==> config.mk <==
export PLATFORM = sky130hd
export DESIGN_NAME = reset_sequencer_flat
export DESIGN_NICKNAME = d
export VERILOG_FILES = /design/src/rtl/reset_sequencer_if.sv /design/src/rtl/reset_sequencer.sv /design/src/flat_wrapper.sv
export SDC_FILE = /design/constraint.sdc
export NUM_CORES = 1
export LEC_CHECK = 0
export BUFFER_PORTS_ARGS = -buffer_cell sky130_fd_sc_hd__clkbuf_2
export CAP_MARGIN = 20
export CORE_ASPECT_RATIO = 0.75
export CORE_MARGIN = 5
export CORE_UTILIZATION = 25
export CTS_CLUSTER_DIAMETER = 80
export DETAILED_ROUTE_END_ITERATION = 8
export GPL_ROUTABILITY_DRIVEN = 0
export PLACE_DENSITY = 0.49
export SETUP_SLACK_MARGIN = 0.4
export SKIP_LAST_GASP = 1
export SYNTH_ARGS = -nofsm -noshare
export SYNTH_HDL_FRONTEND = slang
export SYNTH_SLANG_ARGS = --single-unit
export TNS_END_PERCENT = 5
==> constraint.sdc <==
create_clock -name clk -period 2.28 [get_ports clk]
set_clock_uncertainty 0.05 [all_clocks]
set_input_delay 0.228 -clock clk [delete_from_list [all_inputs] [get_ports clk]]
set_output_delay 0.228 -clock clk [all_outputs]
set_load 0.05 [all_outputs]
==> src/rtl/reset_sequencer_if.sv <==
// Reset sequencer side-band bundle: lock/reset requests in, ordered resets and status out.
interface reset_sequencer_if;
  logic       pll_locked;
  logic       button_reset;
  logic       sw_reset_req;
  logic       cause_clear;
  logic       periph_rst;
  logic       cpu_rst;
  logic       ready;
  logic [2:0] reset_cause;
  logic [7:0] reset_count;

  modport master (
    output pll_locked, button_reset, sw_reset_req, cause_clear,
    input  periph_rst, cpu_rst, ready, reset_cause, reset_count
  );

  modport slave (
    input  pll_locked, button_reset, sw_reset_req, cause_clear,
    output periph_rst, cpu_rst, ready, reset_cause, reset_count
  );
endinterface

==> src/rtl/reset_sequencer.sv <==
// CPU-domain reset owner: waits for stable PLL lock, releases peripherals then CPU,
// and records why the last reset happened.
module reset_sequencer #(
  parameter int LOCK_STABLE_CYCLES = 1024,
  parameter int PERIPH_LEAD_CYCLES = 8,
  parameter int HOLD_CYCLES        = 16,
  parameter int SYNC_STAGES        = 2,
  parameter int CNT_WIDTH          = 16
) (
  input  logic              clk,
  input  logic              rst_n,
  reset_sequencer_if.slave  bus
);

  typedef enum logic [1:0] {WAIT_LOCK, PERIPH_REL, RUN, HOLD} state_t;

  localparam logic [CNT_WIDTH-1:0] LOCK_LAST = CNT_WIDTH'(LOCK_STABLE_CYCLES - 1);
  localparam logic [CNT_WIDTH-1:0] LEAD_LAST = CNT_WIDTH'(PERIPH_LEAD_CYCLES - 1);
  localparam logic [CNT_WIDTH-1:0] HOLD_LAST = CNT_WIDTH'(HOLD_CYCLES - 1);
  localparam logic [CNT_WIDTH-1:0] CNT_ONE   = CNT_WIDTH'(1);

  state_t                 state, state_d;
  logic [CNT_WIDTH-1:0]   cnt, cnt_d;
  logic [SYNC_STAGES-1:0] sync_q;
  logic                   lock_s;
  logic                   periph_q, periph_d;
  logic                   cpu_q, cpu_d;
  logic                   ready_q, ready_d;
  logic [2:0]             cause_q, cause_d;
  logic [7:0]             count_q, count_d;
  logic [2:0]             evt_bits;
  logic                   evt;

  always_ff @(posedge clk or negedge rst_n) begin
    if (!rst_n) sync_q <= '0;
    else        sync_q <= {sync_q[SYNC_STAGES-2:0], bus.pll_locked};
  end

  assign lock_s   = sync_q[SYNC_STAGES-1];
  // Bit order matches reset_cause: {sw, button, lock_loss}.
  assign evt_bits = {bus.sw_reset_req, bus.button_reset, ~lock_s};
  assign evt      = |evt_bits;

  always_comb begin
    state_d = state;
    cnt_d   = cnt;
    cause_d = bus.cause_clear ? 3'b000 : cause_q;
    count_d = count_q;
    case (state)
      WAIT_LOCK: begin
        if (!lock_s) begin
          cnt_d = '0;
        end else if (cnt == LOCK_LAST) begin
          state_d = PERIPH_REL;
          cnt_d   = '0;
        end else begin
          cnt_d = cnt + CNT_ONE;
        end
      end
      PERIPH_REL, RUN: begin
        if (evt) begin
          state_d = HOLD;
          cnt_d   = '0;
          cause_d = cause_d | evt_bits;
          if (count_q != 8'hFF) count_d = count_q + 8'd1;
        end else if (state == PERIPH_REL) begin
          if (cnt == LEAD_LAST) begin
            state_d = RUN;
            cnt_d   = '0;
          end else begin
            cnt_d = cnt + CNT_ONE;
          end
        end
      end
      HOLD: begin
        // Further requests only stretch the hold; they are not new reset events.
        if (bus.button_reset || bus.sw_reset_req) begin
          cnt_d = '0;
        end else if (cnt == HOLD_LAST) begin
          state_d = WAIT_LOCK;
          cnt_d   = '0;
        end else begin
          cnt_d = cnt + CNT_ONE;
        end
      end
      default: begin
        state_d = WAIT_LOCK;
        cnt_d   = '0;
      end
    endcase
    periph_d = (state_d == WAIT_LOCK) || (state_d == HOLD);
    cpu_d    = (state_d != RUN);
    ready_d  = (state_d == RUN);
  end

  always_ff @(posedge clk or negedge rst_n) begin
    if (!rst_n) begin
      state    <= WAIT_LOCK;
      cnt      <= '0;
      periph_q <= 1'b1;
      cpu_q    <= 1'b1;
      ready_q  <= 1'b0;
      cause_q  <= 3'b000;
      count_q  <= 8'd0;
    end else begin
      state    <= state_d;
      cnt      <= cnt_d;
      periph_q <= periph_d;
      cpu_q    <= cpu_d;
      ready_q  <= ready_d;
      cause_q  <= cause_d;
      count_q  <= count_d;
    end
  end

  assign bus.periph_rst  = periph_q;
  assign bus.cpu_rst     = cpu_q;
  assign bus.ready       = ready_q;
  assign bus.reset_cause = cause_q;
  assign bus.reset_count = count_q;

endmodule

==> src/flat_wrapper.sv <==
// flat-port wrapper written by rule: the top's interface ports become plain ports
module reset_sequencer_flat 
#(
  parameter int LOCK_STABLE_CYCLES = 1024,
  parameter int PERIPH_LEAD_CYCLES = 8,
  parameter int HOLD_CYCLES        = 16,
  parameter int SYNC_STAGES        = 2,
  parameter int CNT_WIDTH          = 16
)
  (clk, rst_n, bus_pll_locked, bus_button_reset, bus_sw_reset_req, bus_cause_clear, bus_periph_rst, bus_cpu_rst, bus_ready, bus_reset_cause, bus_reset_count);
  reset_sequencer_if bus_i ();
  input  logic clk;
  input  logic rst_n;
  input wire logic [$bits(bus_i.pll_locked)-1:0] bus_pll_locked;
  input wire logic [$bits(bus_i.button_reset)-1:0] bus_button_reset;
  input wire logic [$bits(bus_i.sw_reset_req)-1:0] bus_sw_reset_req;
  input wire logic [$bits(bus_i.cause_clear)-1:0] bus_cause_clear;
  output wire logic [$bits(bus_i.periph_rst)-1:0] bus_periph_rst;
  output wire logic [$bits(bus_i.cpu_rst)-1:0] bus_cpu_rst;
  output wire logic [$bits(bus_i.ready)-1:0] bus_ready;
  output wire logic [$bits(bus_i.reset_cause)-1:0] bus_reset_cause;
  output wire logic [$bits(bus_i.reset_count)-1:0] bus_reset_count;
  assign bus_i.pll_locked = bus_pll_locked;
  assign bus_i.button_reset = bus_button_reset;
  assign bus_i.sw_reset_req = bus_sw_reset_req;
  assign bus_i.cause_clear = bus_cause_clear;
  assign bus_periph_rst = bus_i.periph_rst;
  assign bus_cpu_rst = bus_i.cpu_rst;
  assign bus_ready = bus_i.ready;
  assign bus_reset_cause = bus_i.reset_cause;
  assign bus_reset_count = bus_i.reset_count;
  reset_sequencer #(.LOCK_STABLE_CYCLES(LOCK_STABLE_CYCLES), .PERIPH_LEAD_CYCLES(PERIPH_LEAD_CYCLES), .HOLD_CYCLES(HOLD_CYCLES), .SYNC_STAGES(SYNC_STAGES), .CNT_WIDTH(CNT_WIDTH)) u_core (.clk(clk), .rst_n(rst_n), .bus(bus_i));
endmodule
After elaboration in Yosys (flattened, before gate mapping)
Cells that the tools add are included.

Register bits after elaboration: 34. Latch bits: 0. Memory bits (writable): 0. Memory bits (read-only): 0. Input port bits: 6. Output and inout bits: 14. Word-level logic and storage cells: 49. Memories kept: 0.

$add $sub $neg: 2. $mul: 0. Div/mod/pow operators: 0. Magnitude comparators: 0. Eq/ne operators: 11. Shift operators: 0. Multiplexer cells: 19. Bitwise operators: 2. Reductions and logical operators: 7.

Operator list (count): $mux W16 (7); $pmux W16 S3 (1); $add A16 B1 Y16 const B (1); $eq A16 B10 Y1 const B (1); $eq A16 B3 Y1 const B (1); $eq A16 B4 Y1 const B (1); $mux W2 (7); $mux W3 (3); $add A8 B1 Y8 const B (1); $eq A2 B2 Y1 const B (4); $ne A8 B8 Y1 const B (1); $pmux W2 S3 (1); $logic_not A2 Y1 (2); $ne A3 B1 Y1 const B (1); $or A3 B3 Y3 (1); $reduce_and A3 Y1 (1); $reduce_or A3 Y1 (1); $eq A2 B1 Y1 const B (1); $logic_or A1 B1 Y1 (2); $ne A2 B2 Y1 const B (1); $reduce_or A2 Y1 (1); $not A1 Y1 (1).

Longest topological paths before layout
Gate-level depths: netlist of run 1.

Word-level depth: 7. Gate-level depth with buffers: 8. Depth with buffers taken out: 7.

Worst setup path after synthesis of run 1
Ideal clock, no wire load.

Kind: flip-flop to flip-flop. From: reg u_core.cnt[0]. To: reg u_core.periph_q (netlist: u_core.bus.periph_rst). Setup time: 83 ps. Arrival: 1802 ps. Required time: 2147 ps. Slack: 345 ps. Cell stages (with the launch flop): 7. Path buffers: 0. Clock period less this slack: 1935 ps. Path through: dfrtp_1 -> ha_1 -> and4bb_1 -> nand4_2 -> o32a_1 -> nand3_1 -> ha_1.

Word-level cells in the longest chain between the ends: 7. Elaborated cells between the ends (all ways): 14. Classes of those cells: eq/ne: 4; mux: 8; reduce/logical: 2.

RTL lines: start: declaration (RTL line reset_sequencer.sv:23) `logic [CNT_WIDTH-1:0] cnt, cnt_d;`; start signal: assignment (RTL line reset_sequencer.sv:107) `cnt <= cnt_d;`; $eq A16 B3 Y1 (RTL line reset_sequencer.sv:67) `if (cnt == LEAD_LAST) begin`; $mux W2 (RTL line reset_sequencer.sv:67); $mux W2 (RTL line reset_sequencer.sv:66) `end else if (state == PERIPH_REL) begin`; $mux W2 (RTL line reset_sequencer.sv:61) `if (evt) begin`; $pmux W2 S3 * (RTL line reset_sequencer.sv:49) `case (state)`; $eq A2 B2 Y1 or $logic_not A2 Y1 (tied branches) (RTL line reset_sequencer.sv:91) `periph_d = (state_d == WAIT_LOCK) || (state_d == HOLD);`; $logic_or A1 B1 Y1 * (RTL line reset_sequencer.sv:91); via u_core.periph_d (RTL line reset_sequencer.sv:26) `logic periph_q, periph_d;`; end signal: assignment (RTL line reset_sequencer.sv:108) `periph_q <= periph_d;`; end: declaration (RTL line reset_sequencer.sv:26).

The timed path passes the listed nets; every way through them passes the cells marked *. A chain may end at the register's enable or synchronous reset.

Worst setup path in the final report of run 1
From: reg u_core.cnt[1]. To: reg u_core.periph_q (netlist: u_core.bus.periph_rst).

Same word-level chain as after synthesis.

==> results of run 1 <==
-- final cells by class --
| class | count | area, µm² | share of cell area (%) |
|---|---|---|---|
| well taps | 101 | 126 | 5.30 |
| multi-input cells | 133 | 1030 | 43.2 |
| clock inverters | 1 | 5.00 | 0.210 |
| clock buffers | 7 | 86.3 | 3.62 |
| flip-flops and latches | 34 | 856 | 35.9 |
| inverters | 7 | 26.3 | 1.10 |
| repair buffers | 38 | 256 | 10.7 |
-- synth_stat cells, types with 3 or more instances --
| cell | number | area share, % |
|---|---|---|
| sky130_fd_sc_hd__dfrtp_1 | 32 | 42 |
| sky130_fd_sc_hd__a21oi_1 | 12 | 3.2 |
| sky130_fd_sc_hd__nand2_1 | 11 | 2.2 |
| sky130_fd_sc_hd__nand3_1 | 10 | 2.6 |
| sky130_fd_sc_hd__xor2_1 | 10 | 4.6 |
| sky130_fd_sc_hd__nor2_1 | 9 | 1.8 |
| sky130_fd_sc_hd__ha_1 | 8 | 5.3 |
| sky130_fd_sc_hd__nand4_1 | 8 | 2.6 |
| sky130_fd_sc_hd__o21ai_0 | 8 | 2.1 |
| sky130_fd_sc_hd__inv_1 | 7 | 1.4 |
| sky130_fd_sc_hd__nor3_1 | 6 | 1.6 |
| sky130_fd_sc_hd__a22oi_1 | 5 | 2.0 |
| sky130_fd_sc_hd__xnor2_1 | 5 | 2.3 |
| sky130_fd_sc_hd__buf_6 | 3 | 1.8 |
| sky130_fd_sc_hd__nor4_1 | 3 | 0.99 |
| sky130_fd_sc_hd__or3_1 | 3 | 0.99 |
-- registers in the layout, indices dropped and copies added, names as in the netlist --
name / count
u_core.state: 2
u_core.bus.reset_count: 8
u_core.bus.ready: 1
u_core.cnt: 16
u_core.bus.reset_cause: 3
u_core.bus.cpu_rst: 1
u_core.bus.periph_rst: 1
u_core.sync_q: 2
-- metal layers --
metal / up-vias / routed length (µm) / global-route usage (%)
li1: 749 / - / -
met1: 736 / 2330 / 14.6
met2: 19 / 1860 / 13.4
met3: 4 / 117 / 2.14
met4: 0 / 49 / 3.02
met5: - / 0 / 0
-- metrics by stage --
| stage | setup slack [ps] | power, W | cells | util [%] | hold slack (ps) |
|---|---|---|---|---|---|
| floorplan | 392 | 0.000885 | 180 | - | -118 |
| finish | 354 | 0.00148 | 321 | 32.4 | -0.430 |
| detailed placement | 168 | 0.000957 | 299 | 28.8 | 300 |
| CTS | 364 | 0.00146 | 310 | 30.9 | 36.0 |
| global placement | 228 | 0.000959 | 299 | 28.8 | 288 |
| global route | 292 | 0.00156 | 321 | 32.4 | 91.4 |
-- path summary, 6_finish.rpt --
check	cells past startpoint	slack [ps]	to	start
max	6	350	u_core.bus.periph_rst	u_core.cnt[1]
min	1	-0.4	u_core.bus.reset_count[0]	rst_n
max reg2reg	6	350	u_core.bus.periph_rst	u_core.cnt[1]
min reg2reg	0	310	u_core.sync_q[1]	u_core.sync_q[0]
max in group asynchronous	1	1570	u_core.cnt[13]	rst_n
min in group clk	2	100	u_core.bus.reset_cause[2]	bus_cause_clear
-- what timing repair did --
item                                   in CTS  in global routing
gates resized for setup                     8                  4
hold buffers                                1                  0
pin swaps                                   2                  7
endpoints found under the hold margin       1                  0
buffers inserted                            2                 11
setup endpoints to repair                  19                 22
-- critical path, cell delays in order (launching register included) --
cell                       delay [ps]
sky130_fd_sc_hd__dfrtp_1          410
sky130_fd_sc_hd__ha_4             180
sky130_fd_sc_hd__and4bb_2         300
sky130_fd_sc_hd__nand4_4          180
sky130_fd_sc_hd__o32a_1           380
sky130_fd_sc_hd__nand3_1          120
sky130_fd_sc_hd__ha_1             240
-- cell families after synthesis --
kind of cell               synth area share, %
AOI/OAI and AO/OA                         14.8
xor gates and xnor gates                  6.92
adders and majority gates                 5.27
buffers and inverters                     4.02
DFF                                       45.0
muxes                                     1.12
and+or+nand+nor                           22.9
-- power breakdown --
| group | leakage [nW] | switching (W) | internal, W |
|---|---|---|---|
| Combinational | 0.536 | 0.000199 | 0.000149 |
| Sequential | 0.448 | 0.0000249 | 0.000642 |
| Clock | 0.0482 | 0.000222 | 0.000244 |
| Total | 1.03 | 0.000446 | 0.00104 |
==> qor.tcl, run 1 <==
set qor(critical_path_class) {reg -> reg}
set qor(grt_pass1_wl_um) 7560
set qor(failing_checks) {negative hold slack}
set qor(syn_inst) 180
set qor(cts_tree) {done}
set qor(slew_violations) 0
set qor(die_h_um) 85.5
set qor(place.port_buffers) 19
set qor(final-setup-viol-count) 0
set qor(maximum_fanout_encountered_on_the_critical_timing_path) 5
set qor(clk_pin_slew_worst_paths_ps) 70
set qor(tritoncts.num_buffers) 5
set qor(setup-tns-final_ps) 0
set qor(outcome) {finished, violations left}
set qor(final.period_utilization_pct) 84.5
set qor(antenna_found_initial) 0
set qor(die_area_mm2) 0.00945
set qor(cp-end-kind) {flop}
set qor(clk-insertion-delay-late_ps) 290
set qor(filler_cell_count) 766
set qor(synthesis.area_per_instance_um2) 10.5
set qor(dr.pass1.iters) 4
set qor(final_cell_area_mm2) 0.00239
set qor(cts.sink_count) 34
set qor(worst_ep_required_time_ps) 2450
set qor(global_route.usage.total_pct) 9.65
set qor(synth_cell_types) 47
set qor(clockRootBuffer) {sky130_fd_sc_hd__clkbuf_8}
set qor(power.density_cell_area_mw_per_mm2) 621
set qor(worst_pin_slew_ps) 883
set qor(cp_data_arrival_time_ps) 2090
set qor(dp_hpwl_um) 2910
set qor(mostFrequentLayoutCell) {sky130_fd_sc_hd__dfrtp_1}
set qor(final_layout_size_suffix_gt1_share_pct) 33.2
set qor(routed-via-count) 1508
set qor(wl_per_cell_um) 13.6
set qor(synth.cell_area_mm2) 0.00190
set qor(drtIter0Drc) 57
set qor(max_freq_mhz) 519
set qor(finalCriticalPeriod_ps) 1930
set qor(synth_fp_nets) 194
set qor(grt_start_max_net_pins) 35
set qor(n_antenna_cell) 0
set qor(drv_cap) 0
set qor(finalHoldViolCount) 1
set qor(layout.nets) 233
set qor(ffs_w_async_s_r_synth_pct) 100
set qor(relSlewSlack_pct) 41.1
set qor(yosysSeqAreaShare_pct) 45.0
set qor(rsz0062_at_grt) {true}
set qor(ir_worst_vdd_uv) 224
set qor(drt_drc_violations_left) 0
set qor(synth_enable_flop_cells) 0
set qor(gr-total-overflow) 0
set qor(detail_route.wirelength_um) 4360
set qor(die_w_um) 111
set qor(placed_cell_area_mm2) 0.00212
set qor(yosysWarnings) 0
set qor(ios) 20
set qor(rows) 27
set qor(layout.cells.most_common_list) {30 x sky130_fd_sc_hd__dfrtp_1, 19 x sky130_fd_sc_hd__clkbuf_2, 16 x sky130_fd_sc_hd__buf_4}
set qor(cts_max_level) 2
set qor(vias_per_cell) 4.70
set qor(synth_top_flop_cell) {sky130_fd_sc_hd__dfrtp_1}
set qor(critical_path.startpoint_type) {flop}
set qor(core_mm2) 0.00736
set qor(synth.ff_latch_count) 34
set qor(holdCritPathClass) {in -> async}
set qor(area_growth_syn_to_layout_pct) 25.7
set qor(hold-worst-slack_ps) -0.430
set qor(ant_nets) 0
set qor(cts_buffer_depth) 2
set qor(first_global_vias) 1449
set qor(total_leakage_power_nw) 1.03
set qor(floorplan.initialDensity_pct) 25.8
Note: power is estimated with default switching activity, not from simulation.
==> inputs of run 2 (changes only) <==
--- a/config.mk
+++ b/config.mk
@@ -13,7 +13,7 @@
 export CTS_CLUSTER_DIAMETER = 80
 export DETAILED_ROUTE_END_ITERATION = 8
 export GPL_ROUTABILITY_DRIVEN = 0
-export PLACE_DENSITY = 0.49
+export PLACE_DENSITY = 0.5
 export SETUP_SLACK_MARGIN = 0.4
 export SKIP_LAST_GASP = 1
 export SYNTH_ARGS = -nofsm -noshare
==> constraint.sdc (replaced) <==
create_clock -name clk -period 1.6 [get_ports clk]
set_clock_uncertainty 0.05 [all_clocks]
set_input_delay 0.16 -clock clk [delete_from_list [all_inputs] [get_ports clk]]
set_output_delay 0.16 -clock clk [all_outputs]
set_load 0.05 [all_outputs]
==> qor.tcl, run 2 (synthesis gave the netlist of run 1 again) <==
set qor(outcome) {finished, violations left}
set qor(failing_checks) {negative setup slack}
set qor(max_freq_mhz) 529 ;# +2.0%
set qor(slew_violations) 0 ;# unchanged
set qor(final_layout_size_suffix_gt1_share_pct) 41.8 ;# +8.6 points
set qor(clk-insertion-delay-late_ps) 290 ;# about the same
set qor(ir_worst_vdd_uv) 311 ;# +39%
set qor(first_global_vias) 1511 ;# +4.3%
set qor(area_growth_syn_to_layout_pct) 40.7
set qor(floorplan.initialDensity_pct) 25.8 ;# unchanged
set qor(tritoncts.num_buffers) 5 ;# unchanged
set qor(grt_pass1_wl_um) 7750 ;# +2.6%
set qor(crit_end) {u_core.bus.periph_rst}
set qor(ant_nets) 0 ;# unchanged
set qor(routed-via-count) 1618 ;# +7.3%
set qor(power.density_cell_area_mw_per_mm2) 828 ;# +33%
set qor(relSlewSlack_pct) 69.5 ;# +28 points
set qor(cts.sink_count) 34 ;# unchanged
set qor(fin_total_pwr_w) 0.00221 ;# +49%
set qor(max_ffs_per_register) 16 ;# unchanged
set qor(setup-tns-final_ps) -3010 ;# -3010 ps
set qor(mostFrequentLayoutCell) {sky130_fd_sc_hd__buf_4}
set qor(crit_slowest_cell) {sky130_fd_sc_hd__dfrtp_1}
set qor(finalHoldViolCount) 0 ;# -1
set qor(seqCellArea_um2) 856 ;# unchanged
set qor(worst_slack_ps) -289 ;# -643 ps
set qor(cts_max_level) 2 ;# unchanged
set qor(critPathMaxStageDelay_ps) 410 ;# about the same
set qor(global_route.usage.total_pct) 10.1 ;# +0.45 points
set qor(drv_cap) 0 ;# unchanged
set qor(final-setup-viol-count) 24 ;# +24
set qor(vias_per_cell) 4.53 ;# -3.5%
set qor(r2r-start) {u_core.cnt[15]}
set qor(n_antenna_cell) 0 ;# unchanged
set qor(cts_buffer_depth) 2 ;# unchanged
set qor(critical_path.startpoint_type) {flop}
set qor(cts_tree) {done}
set qor(worst-r2r-setup-slack_ps) -290 ;# -640 ps
set qor(rr_worst_depth) 6 ;# unchanged
set qor(layout.cells.most_common_list) {52 x sky130_fd_sc_hd__buf_4, 30 x sky130_fd_sc_hd__dfrtp_1, 19 x sky130_fd_sc_hd__clkbuf_2}
set qor(die_w_um) 111 ;# unchanged
set qor(filler_cell_count) 767 ;# +0.13%
set qor(clockRootBuffer) {sky130_fd_sc_hd__clkbuf_8}
set qor(placed_cell_area_mm2) 0.00249 ;# +17%
set qor(dr.pass1.iters) 4 ;# unchanged
set qor(dp_hpwl_um) 3450 ;# +19%
set qor(regToRegEndpoint) {u_core.bus.periph_rst}
set qor(die_h_um) 85.5 ;# unchanged
set qor(finalCriticalPeriod_ps) 1890 ;# -37.1 ps
set qor(critical_path_class) {reg -> reg}
set qor(core_mm2) 0.00736 ;# unchanged
set qor(worst_ep_required_time_ps) 1760 ;# -690 ps
set qor(die_area_mm2) 0.00945 ;# unchanged
set qor(multi_input_gate_area_in_the_final_layout_mm2) 0.00103 ;# -0.37%
set qor(maximum_fanout_encountered_on_the_critical_timing_path) 2 ;# -3
set qor(final_cell_area_mm2) 0.00267 ;# +12%
set qor(timing.critical_path.buf_inv) 1 ;# +1
set qor(drtIter0Drc) 66 ;# +16%
set qor(start_point_of_the_critical_path) {u_core.cnt[15]}
set qor(layout.nets) 269 ;# +15%
set qor(final.period_utilization_pct) 118 ;# +34 points
set qor(cp-end-kind) {flop}
set qor(holdCritPathClass) {in -> reg}
set qor(drt_drc_violations_left) 0 ;# unchanged
set qor(cp.depth) 6 ;# unchanged
set qor(cp_data_arrival_time_ps) 2050 ;# -40 ps
set qor(rows) 27 ;# unchanged
set qor(place.port_buffers) 19 ;# unchanged
set qor(worst_pin_slew_ps) 458 ;# -426 ps
set qor(rsz0062_at_grt) {true}
set qor(critical_path.top_delay_family) {compound AO/OA/AOI/OAI gates}
set qor(ios) 20 ;# unchanged
set qor(critical_path.cell_chain) {nor4_4 -> buf_4 -> nand4_1 -> o211a_1 -> o32a_1 -> ha_1}
set qor(wl_per_cell_um) 12.9 ;# -5.1%
set qor(detail_route.wirelength_um) 4600 ;# +5.5%
set qor(gr-total-overflow) 0 ;# unchanged
set qor(clk_pin_slew_worst_paths_ps) 70 ;# about the same
set qor(total_leakage_power_nw) 1.22 ;# +18%
set qor(antenna_found_initial) 0 ;# unchanged
set qor(largest-register) {u_core.cnt}
set qor(grt_start_max_net_pins) 35 ;# unchanged
==> run 2: report_power, final <==
group	total [W]	switching (W)	internal (W)
Clock	0.000754	0.000319	0.000435
Sequential	0.000942	0.0000286	0.000913
Combinational	0.000515	0.000290	0.000225
==> run 2: cell type report <==
cell class                      count  area share [%]
Sequential cell                    34            32.1
Tap cell                          101            4.73
Timing Repair Buffer               74            19.7
Inverter                            7           0.984
Multi-Input combinational cell    133            38.4
Clock buffer                        8            4.12
==> run 2: worst register-to-register path, cell delays in order (launching register included) <==
cell and delay (ps):
sky130_fd_sc_hd__dfrtp_1 410, sky130_fd_sc_hd__nor4_4 310, sky130_fd_sc_hd__buf_4 170, sky130_fd_sc_hd__nand4_1 130, sky130_fd_sc_hd__o211a_1 260, sky130_fd_sc_hd__o32a_1 190, sky130_fd_sc_hd__ha_1 280
==> run 2: what timing repair did <==
item                                   in CTS  in global routing
hold buffers                                2                  0
pin swaps                                   3                  0
resized for setup                           4                  1
setup endpoints to repair                  41                 43
setup buffers                               2                  0
endpoints found under the hold margin      33                  0
==> run 2: how the worst min path moves through the flow <==
stage | cells after the start | endpoint | startpoint | slack [ps]
6_report | 2 | u_core.bus.reset_cause[2] | bus_cause_clear | 70
5_1_grt | 2 | u_core.bus.reset_cause[2] | bus_cause_clear | 60
4_1_cts | 2 | u_core.bus.reset_cause[2] | bus_cause_clear | 60
3_5_place_dp | 2 | u_core.bus.reset_count[0] | rst_n | 180
3_3_place_gp | 2 | u_core.bus.reset_count[0] | rst_n | 180
2_1_floorplan | 0 | u_core.bus.ready | rst_n | -190
==> run 2: routing by layer <==
layer,vias up,global-route usage [%],routed length [µm],part of all wire (%)
met5,-,0,0,0
met4,0,3.36,38,0.83
met3,4,2.57,150,3.3
met2,21,13.9,1870,41
met1,775,15.1,2540,55
li1,818,-,-,-
==> run 2: through the flow <==
step | cells | hold WS [ps] | utilization [%] | setup WS [ps]
2_1_floorplan | 180 | -186 | - | -210
3_3_place_gp | 345 | 177 | 33.8 | -353
3_5_place_dp | 345 | 179 | 33.8 | -409
4_1_cts | 357 | 62.5 | 36.2 | -302
5_1_grt | 357 | 61.7 | 36.3 | -372
6_report | 357 | 72.0 | 36.3 | -289
==> inputs of run 3 (changes only) <==
--- a/config.mk
+++ b/config.mk
@@ -5,6 +5,7 @@
 export SDC_FILE = /design/constraint.sdc
 export NUM_CORES = 1
 export LEC_CHECK = 0
+export ABC_AREA = 1
 export BUFFER_PORTS_ARGS = -buffer_cell sky130_fd_sc_hd__clkbuf_2
 export CAP_MARGIN = 20
 export CORE_ASPECT_RATIO = 0.75
==> qor.tcl, run 3 <==
set qor(dp_hpwl_um) 3690 ;# +7.1%
set qor(antenna_found_initial) 0 ;# unchanged
set qor(final.period_utilization_pct) 104 ;# -14 points
set qor(routed-via-count) 1810 ;# +12%
set qor(layout.cells.most_common_list) {60 x sky130_fd_sc_hd__nand2_1, 41 x sky130_fd_sc_hd__buf_4, 27 x sky130_fd_sc_hd__dfrtp_1}
set qor(post_synth_and_or_nand_nor_area_fraction_pct) 30.4 ;# +7.5 points
set qor(syn_inst) 248 ;# +38%
set qor(switching_share_pct) 23.4 ;# -5.4 points
set qor(wl_met2_um) 2160 ;# +16%
set qor(cp_data_arrival_time_ps) 1860 ;# -190 ps
set qor(switching_power_w) 0.000416 ;# -35%
set qor(yosysSeqAreaShare_pct) 42.5 ;# -2.4 points
set qor(synth.top_cells.by_area) {sky130_fd_sc_hd__dfrtp_1 40%, sky130_fd_sc_hd__nand2_1 12%, sky130_fd_sc_hd__ha_1 5.0%}
set qor(clk-insertion-delay-late_ps) 300 ;# about the same
set qor(rsz0062_at_grt) {true}
set qor(grt_start_max_net_pins) 20 ;# -43%
set qor(power.density_cell_area_mw_per_mm2) 623 ;# -25%
set qor(synth_top_area_cell) {sky130_fd_sc_hd__dfrtp_1}
set qor(power.clock.fraction_pct) 46.3 ;# +12 points
set qor(worst_ep_required_time_ps) 1790 ;# +30 ps
set qor(rows) 28 ;# +3.7%
set qor(worst_pin_slew_ps) 508 ;# +50.3 ps
set qor(cts_max_level) 2 ;# unchanged
set qor(synth.cell_area_mm2) 0.00201 ;# +5.7%
set qor(r2r-start) {u_core.cnt[1]}
set qor(combinational_share_of_power_pct) 4.7 ;# -19 points
set qor(synth_top_flop_cell) {sky130_fd_sc_hd__dfrtp_1}
set qor(synth_top_family_by_area) {simple AND/OR/NAND/NOR gates}
set qor(synth_enable_flop_cells) 0 ;# unchanged
set qor(timing.hold.worst.start) {bus_cause_clear}
set qor(yosys.cell_count.top_type) {sky130_fd_sc_hd__nand2_1}
set qor(layout.nets) 330 ;# +23%
set qor(final-setup-viol-count) 13 ;# -46%
set qor(final_layout_size_suffix_gt1_share_pct) 43.2 ;# +1.4 points
set qor(drtIter0Drc) 78 ;# +18%
set qor(drt_drc_violations_left) 0 ;# unchanged
set qor(place.port_buffers) 19 ;# unchanged
set qor(start_point_of_the_critical_path) {u_core.cnt[1]}
set qor(mostFrequentLayoutCell) {sky130_fd_sc_hd__nand2_1}
set qor(route.met3.wl_um) 212 ;# +41%
set qor(compound_gate_fraction_of_synth_area_pct) 9.54 ;# -5.2 points
set qor(worst_slack_ps) -65.4 ;# +224 ps
set qor(dp_slack_ps) -130 ;# +279 ps
set qor(critical_path.startpoint_type) {flop}
set qor(max_ffs_per_register) 16 ;# unchanged
set qor(synth_fp_nets) 262 ;# +35%
set qor(rr_worst_depth) 7 ;# +1
set qor(max_freq_mhz) 600 ;# +13%
set qor(synth_top_area_share_pct) 39.9 ;# -2.3 points
set qor(power.sequential.fraction_pct) 49.0 ;# +6.4 points
set qor(ffs_w_async_s_r_synth_pct) 100 ;# unchanged
set qor(worstHoldPathCells) 2 ;# unchanged
set qor(drv_cap) 0 ;# unchanged
set qor(power.internal_w) 0.00136 ;# -14%
set qor(cts_tree) {done}
set qor(wl_per_cell_um) 12.4 ;# -4.0%
set qor(synthesis.area_per_instance_um2) 8.09 ;# -23%
set qor(filler_cell_count) 841 ;# +9.6%
set qor(ant_nets) 0 ;# unchanged
set qor(post_synth_fa_ha_maj_area_fraction_pct) 4.99 ;# -0.29 points
set qor(area_growth_syn_to_layout_pct) 42.0
set qor(highest_layer) {met4}
set qor(slew_violations) 0 ;# unchanged
set qor(critical_path_class) {reg -> reg}
set qor(clk_pin_slew_worst_paths_ps) 80 ;# about the same
set qor(dr.pass1.iters) 4 ;# unchanged
set qor(cts.sink_count) 34 ;# unchanged
set qor(largest-register) {u_core.cnt}
set qor(tritoncts.num_buffers) 5 ;# unchanged
set qor(route.layer.met1.wl_um) 2770 ;# +9.3%
set qor(cp-end-kind) {flop}
set qor(ios) 20 ;# unchanged
set qor(grt_pass1_wl_um) 8660 ;# +12%
set qor(die_h_um) 87.6 ;# +2.5%
set qor(multiplexer_share_of_the_synthesized_area_pct) 0 ;# -1.1 points
set qor(relSlewSlack_pct) 66.1 ;# -3.4 points
set qor(finalCriticalPeriod_ps) 1670 ;# -224 ps
set qor(n_antenna_cell) 0 ;# unchanged
set qor(outcome) {finished, violations left}
set qor(vias_per_cell) 4.29 ;# -5.4%
set qor(post_synth_xor_area_fraction_pct) 5.24 ;# -1.7 points
set qor(clockRootBuffer) {sky130_fd_sc_hd__clkbuf_8}
set qor(synth.ff_latch_count) 34 ;# unchanged
set qor(global_route.usage.total_pct) 11.1 ;# +0.95 points
set qor(gr-total-overflow) 0 ;# unchanged
set qor(yosysWarnings) 0 ;# unchanged
set qor(cts_buffer_depth) 2 ;# unchanged
set qor(floorplan.initialDensity_pct) 25.6 ;# -0.20 points
set qor(die_w_um) 113 ;# +2.6%
set qor(die_area_mm2) 0.00994 ;# +5.1%
set qor(detail_route.wirelength_um) 5220 ;# +14%
set qor(finalHoldViolCount) 0 ;# unchanged
set qor(core_mm2) 0.00785 ;# +6.6%
set qor(first_global_vias) 1747 ;# +16%
set qor(netlist_top_cells_count) {65 x sky130_fd_sc_hd__nand2_1, 32 x sky130_fd_sc_hd__dfrtp_1, 24 x sky130_fd_sc_hd__inv_1, 24 x sky130_fd_sc_hd__nor2_1, 20 x sky130_fd_sc_hd__nand3_1}
set qor(setup-tns-final_ps) -360 ;# +2650 ps
set qor(ir_worst_vdd_uv) 260 ;# -16%
set qor(total_leakage_power_nw) 1.37 ;# +13%
set qor(holdCritPathClass) {in -> reg}
set qor(failing_checks) {negative setup slack}
set qor(synth_cell_types) 28 ;# -40%
set qor(maximum_fanout_encountered_on_the_critical_timing_path) 3 ;# +1
## run 3: cells by family after synthesis
family          Yosys count
buf+inv                  34
flops                    34
xor+xnor                 12
fa+ha+maj                 8
simple gates            133
compound gates           27
## run 3: routing by layer
layer / GRT usage [%] / up-vias
li1: - / 928
met1: 16.0 / 854
met2: 15.8 / 23
met3: 2.97 / 5
met4: 3.93 / 0
met5: 0 / -
## run 3: through the flow
step	total power [W]	std cells	hold WS [ps]	instance area, µm²	util [%]
final	0.00178	422	14.8	2850	36.3
after global routing	0.00186	422	20.6	2850	36.3
after CTS	0.00180	420	15.1	2740	34.9
after detailed placement	0.000954	403	101	2480	31.6
after global placement	0.000954	403	89.0	2480	31.6
after floorplan	0.000914	248	-186	2010	-
## run 3: timing repair
item	4_1_cts	5_1_grt
resized for setup	19	22
buffers inserted	6	2
pin swaps	9	9
endpoints found under the hold margin	14	0
hold buffers	2	0
setup endpoints to repair	40	42
cloned	1	0
## run 3: final timing paths
path | end | slack [ps]
worst max register to register | u_core.bus.periph_rst | -70
min in group asynchronous | u_core.cnt[12] | 310
worst max-delay path | u_core.bus.periph_rst | -70
max in group asynchronous | u_core.bus.reset_count[3] | 710
worst min register to register | u_core.sync_q[1] | 310
worst min-delay path | u_core.bus.reset_cause[0] | 10
## run 3: area by class of cell
class | instances | area (µm²) | area share, %
multi-input combinational | 181 | 1180 | 41.3
sequential | 34 | 860 | 30.2
timing repair buffer | 64 | 454 | 15.9
tap | 105 | 131 | 4.61
inverter | 30 | 115 | 4.04
clock buffer | 5 | 68.8 | 2.41
clock inverter | 3 | 45.0 | 1.58
## run 3: power by group through the flow
stage / combinational [W] / clock [W] / sequential [W]
finish: 0.0000835 / 0.000822 / 0.000870
global route: 0.0000937 / 0.000891 / 0.000871
CTS: 0.0000822 / 0.000852 / 0.000869
detailed placement: 0.0000678 / 0 / 0.000886
global placement: 0.0000684 / 0 / 0.000886
floorplan: 0.0000250 / 0 / 0.000889
## run 3: worst max-delay path: stages (launching register included)
cell and delay (ps):
sky130_fd_sc_hd__dfrtp_1 400, sky130_fd_sc_hd__ha_4 170, sky130_fd_sc_hd__nand3_1 100, sky130_fd_sc_hd__nor2_2 160, sky130_fd_sc_hd__nand3_1 160, sky130_fd_sc_hd__a21oi_2 250, sky130_fd_sc_hd__nor2_4 80, sky130_fd_sc_hd__ha_4 260
